## config.mk

```make
export PLATFORM = sky130hd
export DESIGN_NAME = kernel_dispatcher
export DESIGN_NICKNAME = d
export VERILOG_FILES = /design/src/rtl/kernel_dispatcher.sv
export SDC_FILE = /design/constraint.sdc
export NUM_CORES = 1
export LEC_CHECK = 0
export ABC_AREA = 1
export BUFFER_PORTS_ARGS = -buffer_cell sky130_fd_sc_hd__buf_2
export CORE_UTILIZATION = 50
export CTS_CLUSTER_SIZE = 14
export DETAILED_ROUTE_END_ITERATION = 8
export PLACE_DENSITY = 0.83
export SLEW_MARGIN = 20
export SYNTH_ARGS = -nofsm -noshare
export SYNTH_HDL_FRONTEND = slang
export SYNTH_SLANG_ARGS = --single-unit
export TNS_END_PERCENT = 30
```

## constraint.sdc

```tcl
create_clock -name clk -period 2.4 [get_ports clk]
set_input_delay 0.36 -clock clk [delete_from_list [all_inputs] [get_ports clk]]
set_output_delay 0.36 -clock clk [all_outputs]
set_load 0.01 [all_outputs]
```

## src/rtl/kernel_dispatcher.sv

```systemverilog
// Column-bus weight loader: broadcasts column tags, then flushes and streams
// kernel_size weights into each PE-array MultiCaster in turn.
module kernel_dispatcher #(
  parameter int unsigned DATA_WIDTH = 16,
  parameter int unsigned NUM_COL    = 4,
  parameter int unsigned MAX_KERNEL = 16,
  localparam int unsigned TW        = $clog2(NUM_COL) + 1
) (
  input  logic                    clk,
  input  logic                    rstn,
  input  logic                    start,
  input  logic [7:0]              kernel_size_in,
  input  logic [DATA_WIDTH-1:0]   w_data,
  input  logic                    w_valid,
  output logic                    w_ready,
  input  logic                    kernel_busy,
  output logic                    flush_tag,
  output logic [NUM_COL*TW-1:0]   tag_vec,
  output logic                    flush_kernel,
  output logic [7:0]              kernel_size_out,
  output logic [TW-1:0]           ID,
  output logic [DATA_WIDTH-1:0]   fltr_data,
  output logic                    fltr_valid,
  output logic                    busy,
  output logic                    done,
  output logic                    err
);

  typedef enum logic [2:0] {IDLE, TAG, KFLUSH, STREAM, DONE} state_t;

  state_t          state, state_n;
  logic [7:0]      ks_n;
  logic [7:0]      w_cnt, w_cnt_n;
  logic [TW-1:0]   col_cnt, col_cnt_n;
  logic [TW-1:0]   id_n;
  logic            hs;
  logic            err_n;

  // Each column's tag is its own index; the MultiCasters match against it.
  for (genvar c = 0; c < NUM_COL; c++) begin : g_tag
    assign tag_vec[c*TW +: TW] = TW'(c);
  end

  // Next-state, counters and the combinational stream handshake.
  always_comb begin
    state_n   = state;
    ks_n      = kernel_size_out;
    w_cnt_n   = w_cnt;
    col_cnt_n = col_cnt;
    err_n     = 1'b0;
    w_ready   = 1'b0;
    hs        = 1'b0;
    case (state)
      IDLE: begin
        if (start) begin
          if (kernel_size_in != 8'd0 && kernel_size_in <= 8'(MAX_KERNEL)) begin
            ks_n      = kernel_size_in;
            col_cnt_n = '0;
            state_n   = TAG;
          end else begin
            err_n = 1'b1;
          end
        end
      end
      TAG:    state_n = KFLUSH;
      KFLUSH: begin
        w_cnt_n = '0;
        state_n = STREAM;
      end
      STREAM: begin
        w_ready = ~kernel_busy;
        hs      = w_valid & ~kernel_busy;
        if (hs) begin
          w_cnt_n = w_cnt + 8'd1;
          if (w_cnt == kernel_size_out - 8'd1) begin
            if (col_cnt == TW'(NUM_COL - 1)) begin
              state_n = DONE;
            end else begin
              col_cnt_n = col_cnt + TW'(1);
              state_n   = KFLUSH;
            end
          end
        end
      end
      DONE:    state_n = IDLE;
      default: state_n = IDLE;
    endcase
  end

  // The final column's trailing word keeps its column ID for one extra cycle.
  always_comb begin
    id_n = TW'(NUM_COL);
    if (state_n == KFLUSH || state_n == STREAM) begin
      id_n = col_cnt_n;
    end else if (state == STREAM && state_n == DONE) begin
      id_n = col_cnt;
    end
  end

  always_ff @(posedge clk or negedge rstn) begin
    if (!rstn) begin
      state           <= IDLE;
      kernel_size_out <= '0;
      w_cnt           <= '0;
      col_cnt         <= '0;
      flush_tag       <= 1'b0;
      flush_kernel    <= 1'b0;
      busy            <= 1'b0;
      done            <= 1'b0;
      err             <= 1'b0;
      ID              <= TW'(NUM_COL);
      fltr_valid      <= 1'b0;
      fltr_data       <= '0;
    end else begin
      state           <= state_n;
      kernel_size_out <= ks_n;
      w_cnt           <= w_cnt_n;
      col_cnt         <= col_cnt_n;
      flush_tag       <= (state_n == TAG);
      flush_kernel    <= (state_n == KFLUSH);
      busy            <= (state_n != IDLE);
      done            <= (state == DONE);
      err             <= err_n;
      ID              <= id_n;
      fltr_valid      <= hs;
      if (hs) begin
        fltr_data <= w_data;
      end
    end
  end

endmodule
```

==> results.py, run 1 <==
metrics = {
    "logic_synthesis": {
        "synthAdderAreaFrac_pct": 1.61,
        "ys_ff_latch": 47,
        "synth_top_area_cell": "dfrtp_1",
        "syn_avg_cell_area_um2": 7.92,
        "synth_top_family_by_area": "simple AND/OR/NAND/NOR gates",
        "synth_top_area_share_pct": 49.5,
        "synthSimpleGateAreaFrac_pct": 32.8,
        "yosys.area_share.xor_xnor_pct": 1.13,
        "async_reset_ff_share_pct": 100,
        "synth_edf_count": 0,
        "seq_area_frac_synth_pct": 50.6,
        "synth-compound-area-share_pct": 3.66,
        "syn_inst": 294,
        "synth_ff_type": "dfrtp_1",
        "syn_area_mm2": 0.00233,
        "synthTopCellsByArea": "dfrtp_1, nand2_1, inv_1, nor2_1, nand3_1",
        "yosysUniqueCellTypes": 29,
        "yosys_warnings": 0,
        "synth_mux_area_share_pct": 0,
    },
    "clocking": {
        "post_cts_buffers": 0,
        "cts.clk_slew.worst_paths_ns": 0.08,
        "htree_levels": 2,
        "clockBufferDepth": 2,
        "cts_buffers": 5,
        "cts_hold_buf": 0,
        "ctsResizeCount": 0,
        "cts_tree": "yes",
        "cts_root_buffer": "clkbuf_8",
        "insertion_delay_ns": 0.30,
        "cts.sinks": 47,
    },
    "drt": {
        "drc": 0,
        "finalWirelength_um": 4720,
        "drt_iter0_drc": 119,
        "viasPerCell": 4.86,
        "wl_per_cell_um": 11.4,
        "via_count": 2003,
        "ant_nets": 0,
        "dr.pass1.iters": 4,
    },
    "finish": {
        "diodes": 0,
        "final_common_cell": "nand2_1",
        "drive_gt1_share_pct": 24.2,
        "nFillCells": 388,
        "seqCellArea_mm2": 0.00118,
        "multi_input_area_um2": 957,
        "layout.nets": 391,
        "syn2layout_area_growth_pct": 18.1,
        "layout_common_cells": "nand2_1, buf_2, dfrtp_1",
    },
    "pwr": {
        "seq_power_share_pct": 52.5,
        "powerDensity_mw_per_mm2": 650,
        "comb_power_share_pct": 18.3,
        "ir_worst_vdd_uv": 452,
        "swShare_pct": 29.5,
        "p_switching_uw": 527,
        "p_leak_uw": 0.00160,
        "finalPower_uw": 1790,
        "clkPwrFrac_pct": 29.2,
        "internal_power_uw": 1260,
    },
    "critical_path": {
        "r2r_end": "ID[0]$_DFF_PN0_",
        "worstPathMaxFanout": 6,
        "crit_path_end_kind": "register",
        "rr_startpoint": "kernel_size_out[0]$_DFFE_PN0P_",
        "required_ns": 2.59,
        "rr_worst_depth": 15,
        "critPathKind": "register to register",
        "reg2reg_slack_ns": 0.35,
        "worst_ep_arrival_time_ns": 2.24,
        "start_kind": "register",
    },
    "place": {
        "port_buffers": 62,
        "dp_hpwl_um": 3540,
        "gp_congestion": 0.870,
    },
    "floorplanning": {
        "fp.dieArea_mm2": 0.00493,
        "fp.dieH_um": 70.2,
        "fp.coreArea_mm2": 0.00441,
        "initial_utilization_pct": 52.7,
        "io_pins": 75,
        "rows": 24,
        "die_w_um": 70.2,
    },
    "sta": {
        "slew_viol_final": 0,
        "fmax_ghz": 0.488,
        "setup_viol": 0,
        "post-route-period-util_pct": 85.4,
        "tightestPinTransition_ns": 0.898,
        "tns_ns": 0,
        "rsz0062_at_grt": "no",
        "fin_worst_skew_ns": 0.00584,
        "hold_viol": 0,
        "timing.final.crit_period_ns": 2.05,
        "slew_headroom_pct": 40.1,
    },
    "global_routing": {
        "antenna_found_initial": 0,
        "grt_pass1_vias": 1840,
        "grt_max_degree": 43,
        "track_usage_pct": 20.9,
        "grt_overflow": 0,
        "grt_pass1_wl_um": 8050,
    },
    "status": {
        "status": "completed",
    },
    "flow_run": {
        "maxCapViolCount": 0,
    },
    "worst_hold_path": {
        "hp-class": "input port to async pin",
    },
}
==> routing by layer <==
layer	wire length, µm	part of all wire, %	track usage [%]	up-vias
li1	-	-	-	1010
met3	289	6.1	5.19	7
met2	2200	47	34.5	79
met1	2150	46	26.4	907
met5	0	0	0	-
met4	74	1.6	7.56	0
==> worst max-delay path, stage by stage, from the launching register on <==
cell and delay [ns]:
dfrtp_1 0.42, inv_1 0.19, ha_1 0.21, inv_1 0.06, nor2_1 0.12, nand2_1 0.06
nand2_1 0.06, nand2_1 0.04, nor2_1 0.07, nand3_1 0.11, nor2_4 0.15, nand3_1 0.12
nand2_1 0.13, inv_2 0.06, nand2_1 0.07, nand2_1 0.06
==> per-stage QoR <==
stage | area (µm²) | cells | worst slack [ns] | utilization [%] | hold WS [ns]
global placement | 2650 | 404 | 0.443 | 59.9 | 0.459
CTS | 2750 | 412 | 0.363 | 62.3 | 0.210
detailed placement | 2650 | 404 | 0.389 | 59.9 | 0.464
floorplan | 2360 | 304 | 0.489 | - | 0.0644
global route | 2750 | 412 | 0.165 | 62.3 | 0.248
finish | 2750 | 412 | 0.351 | 62.3 | 0.181
==> how the worst max path moves through the flow <==
stage                                    from  slack, ns  depth (start not counted)              end
3_3_place_gp   kernel_size_out[0]$_DFFE_PN0P_       0.44                         14   busy$_DFF_PN0_
3_5_place_dp   kernel_size_out[0]$_DFFE_PN0P_       0.39                         14   busy$_DFF_PN0_
5_1_grt        kernel_size_out[0]$_DFFE_PN0P_       0.17                         15  ID[0]$_DFF_PN0_
4_1_cts        kernel_size_out[0]$_DFFE_PN0P_       0.36                         15  ID[0]$_DFF_PN0_
2_1_floorplan  kernel_size_out[0]$_DFFE_PN0P_       0.49                         14   busy$_DFF_PN0_
6_report       kernel_size_out[0]$_DFFE_PN0P_       0.35                         15  ID[0]$_DFF_PN0_
==> power groups by stage <==
stage | Combinational [µW] | Sequential [µW] | Clock, µW
2_1_floorplan | 211 | 956 | 0
4_1_cts | 332 | 937 | 530
3_3_place_gp | 319 | 948 | 0
3_5_place_dp | 332 | 950 | 0
5_1_grt | 376 | 950 | 560
6_report | 327 | 938 | 522
==> cell usage after synthesis, types with 2 or more instances <==
cell type  count
conb_1         2
nor2_1        25
nand3_1       18
ha_1           3
inv_2          2
nand4_1        4
dfrtp_1       46
buf_4         12
nand2_1      105
a21oi_1        7
xnor2_1        2
nor2_2         3
clkbuf_1       2
nand2_2        3
o21ai_0       10
inv_1         31
nor3_1         4
nor2_4         4
==> state kept, by name (all words and copies together), names as in the netlist <==
register and flops:
done 1, fltr_valid 1, flush_kernel 1, err 1, w_cnt 8, flush_tag 1
kernel_size_out 8, state 3, fltr_data 16, col_cnt 3, busy 1, ID 3
==> layout make-up <==
type / count / area share (%)
well taps: 52 / 2.37
multi-input cells: 208 / 34.8
inverters: 34 / 4.64
clock inverters: 1 / 0.273
repair buffers: 63 / 11.6
clock buffers: 7 / 3.50
flip-flops and latches: 47 / 42.8
==> kinds of logic after synthesis <==
kind of cell / Yosys count
xor+xnor: 3
simple gates: 173
compound gates: 17
other cells: 2
flops: 47
buf+inv: 49
fa+ha+maj: 3
(Power assumes the default switching activity.)
==> run 2, diff against run 1 <==
--- a/config.mk
+++ b/config.mk
@@ -10,6 +10,7 @@
 export CORE_UTILIZATION = 50
 export CTS_CLUSTER_SIZE = 14
 export DETAILED_ROUTE_END_ITERATION = 8
+export GPL_TIMING_DRIVEN = 0
 export PLACE_DENSITY = 0.83
 export SLEW_MARGIN = 20
 export SYNTH_ARGS = -nofsm -noshare
==> results.py, run 2 (synthesis gave the netlist of run 1 again) <==
metrics = {
    "global_routing": {
        "grt_pass1_wl_um": 8200,
        "track_usage_pct": 21.2,
        "grt_pass1_vias": 1927,
        "grt_max_degree": 48,
        "grt_overflow": 0,
        "antenna_found_initial": 0,
    },
    "sta": {
        "setup_viol": 0,
        "rsz0062_at_grt": "no",
        "tightestPinTransition_ns": 0.570,
        "post-route-period-util_pct": 87.5,
        "tns_ns": 0,
        "fin_worst_skew_ns": 0.00721,
        "slew_headroom_pct": 62.0,
        "timing.final.crit_period_ns": 2.10,
        "fmax_ghz": 0.476,
        "hold_viol": 0,
        "slew_viol_final": 0,
    },
    "worst_hold_path": {
        "hp-class": "input port to async pin",
    },
    "place": {
        "dp_hpwl_um": 3490,
        "port_buffers": 62,
        "dp.cells": 418,
        "place_area_mm2": 0.00274,
        "gp_congestion": 0.810,
    },
    "critical_path": {
        "required_ns": 2.59,
        "worst_ep_arrival_time_ns": 2.29,
        "cp_slowest_stage_delay_ns": 0.42,
        "crit_chain": "inv_1 > ha_1 > inv_1 > nor2_1 > nand2_1 > nand2_1 > nand2_1 > nor2_1 > nand3_1 > nor2_4 > nand2_1 > nand2_1 > nand3_2 > or2_1",
        "cp_slowest_cell": "dfrtp_1",
        "crit_path_end_kind": "register",
        "start_kind": "register",
        "cp_common_cell": "nand2_1",
        "worstPathMaxFanout": 6,
        "critPathKind": "register to register",
    },
    "finish": {
        "regMostFlops": "fltr_data",
        "utilization_pct": 64.1,
        "largest_register_ffs": 16,
        "syn2layout_area_growth_pct": 21.5,
        "stdcell_count": 426,
        "diodes": 0,
        "layout_common_cells": "nand2_1, buf_2, dfrtp_1",
        "final_common_cell": "nand2_1",
        "reg.largest.list": "fltr_data (16), kernel_size_out (8), w_cnt (8)",
        "drive_gt1_share_pct": 26.2,
        "finalInstanceArea_mm2": 0.00283,
        "layout.nets": 405,
    },
    "clocking": {
        "cts_tree": "yes",
        "htree_levels": 2,
        "cts.clk_slew.worst_paths_ns": 0.09,
        "cts_root_buffer": "clkbuf_8",
        "insertion_delay_ns": 0.30,
        "cts_buffers": 5,
        "cts_hold_buf": 0,
        "post_cts_buffers": 0,
        "cts.sinks": 47,
        "ctsResizeCount": 0,
        "clockBufferDepth": 2,
    },
    "pwr": {
        "ir_worst_vdd_uv": 390,
        "powerDensity_mw_per_mm2": 613,
        "finalPower_uw": 1730,
        "p_leak_uw": 0.00165,
    },
    "drt": {
        "drc": 0,
        "viasPerCell": 4.75,
        "finalWirelength_um": 4700,
        "drt_iter0_drc": 88,
        "ant_nets": 0,
        "wl_per_cell_um": 11.0,
        "via_count": 2022,
        "dr.pass1.iters": 4,
    },
    "floorplanning": {
        "io_pins": 75,
        "die_w_um": 70.2,
        "initial_utilization_pct": 52.7,
        "fp.dieArea_mm2": 0.00493,
        "fp.coreArea_mm2": 0.00441,
        "rows": 24,
        "fp.dieH_um": 70.2,
    },
    "status": {
        "status": "completed",
    },
    "flow_run": {
        "maxCapViolCount": 0,
    },
}
-- run 2: changes by cell type in the layout (fill, tap and decap cells not counted) --
cell      change
buf_4        +12
clkbuf_8      -2
clkinv_2      +1
clkbuf_1      +3
-- run 2: layer usage --
| layer | share of wire (%) | vias up | track usage, % |
|---|---|---|---|
| met5 | 0 | - | 0 |
| met4 | 2.0 | 0 | 6.89 |
| met3 | 6.3 | 9 | 5.77 |
| met2 | 46 | 75 | 35.0 |
| met1 | 46 | 894 | 26.9 |
| li1 | - | 1044 | - |
-- run 2: critical path, delay by kind of cell, from the launching register on --
| family | cells | cell delay, ns |
|---|---|---|
| and+or+nand+nor | 11 | 1.10 |
| buffers and inverters | 2 | 0.24 |
| adders and majority gates | 1 | 0.22 |
| DFF | 1 | 0.42 |
-- run 2: final timing paths --
kind | start | end | slack, ns | depth (start not counted)
setup / recovery | kernel_size_out[0]$_DFFE_PN0P_ | busy$_DFF_PN0_ | 0.30 | 14
hold / removal | rstn | kernel_size_out[4]$_DFFE_PN0P_ | 0.05 | 1
setup reg to reg | kernel_size_out[0]$_DFFE_PN0P_ | busy$_DFF_PN0_ | 0.30 | 14
hold reg to reg | fltr_data[3]$_DFFE_PN0P_ | fltr_data[3]$_DFFE_PN0P_ | 0.49 | 2
max in group asynchronous | rstn | err$_DFF_PN0_ | 1.96 | 1
min in group clk | w_data[10] | fltr_data[10]$_DFFE_PN0P_ | 0.25 | 3
-- run 2: area by class of cell --
class | instances | area [µm²]
well taps | 52 | 65.1
fillers | 369 | 1590
flip-flops and latches | 47 | 1180
inverters | 34 | 128
repair buffers | 62 | 313
plain buffers | 15 | 103
clock inverters | 2 | 12.5
clock buffers | 6 | 72.6
multi-input cells | 208 | 957
-- run 2: power by group --
part           total [µW]  switching, µW  internal (µW)
registers             937           68.2            869
logic                 335            193            142
clock network         460            257            204
total                1730            518           1210
-- run 2: metrics by stage --
| stage | hold slack [ns] | setup WS (ns) |
|---|---|---|
| floorplan | 0.0644 | 0.489 |
| global placement | 0.461 | 0.339 |
| detailed placement | 0.464 | 0.328 |
| CTS | 0.242 | 0.301 |
| global route | 0.0878 | 0.0274 |
| finish | 0.0492 | 0.300 |
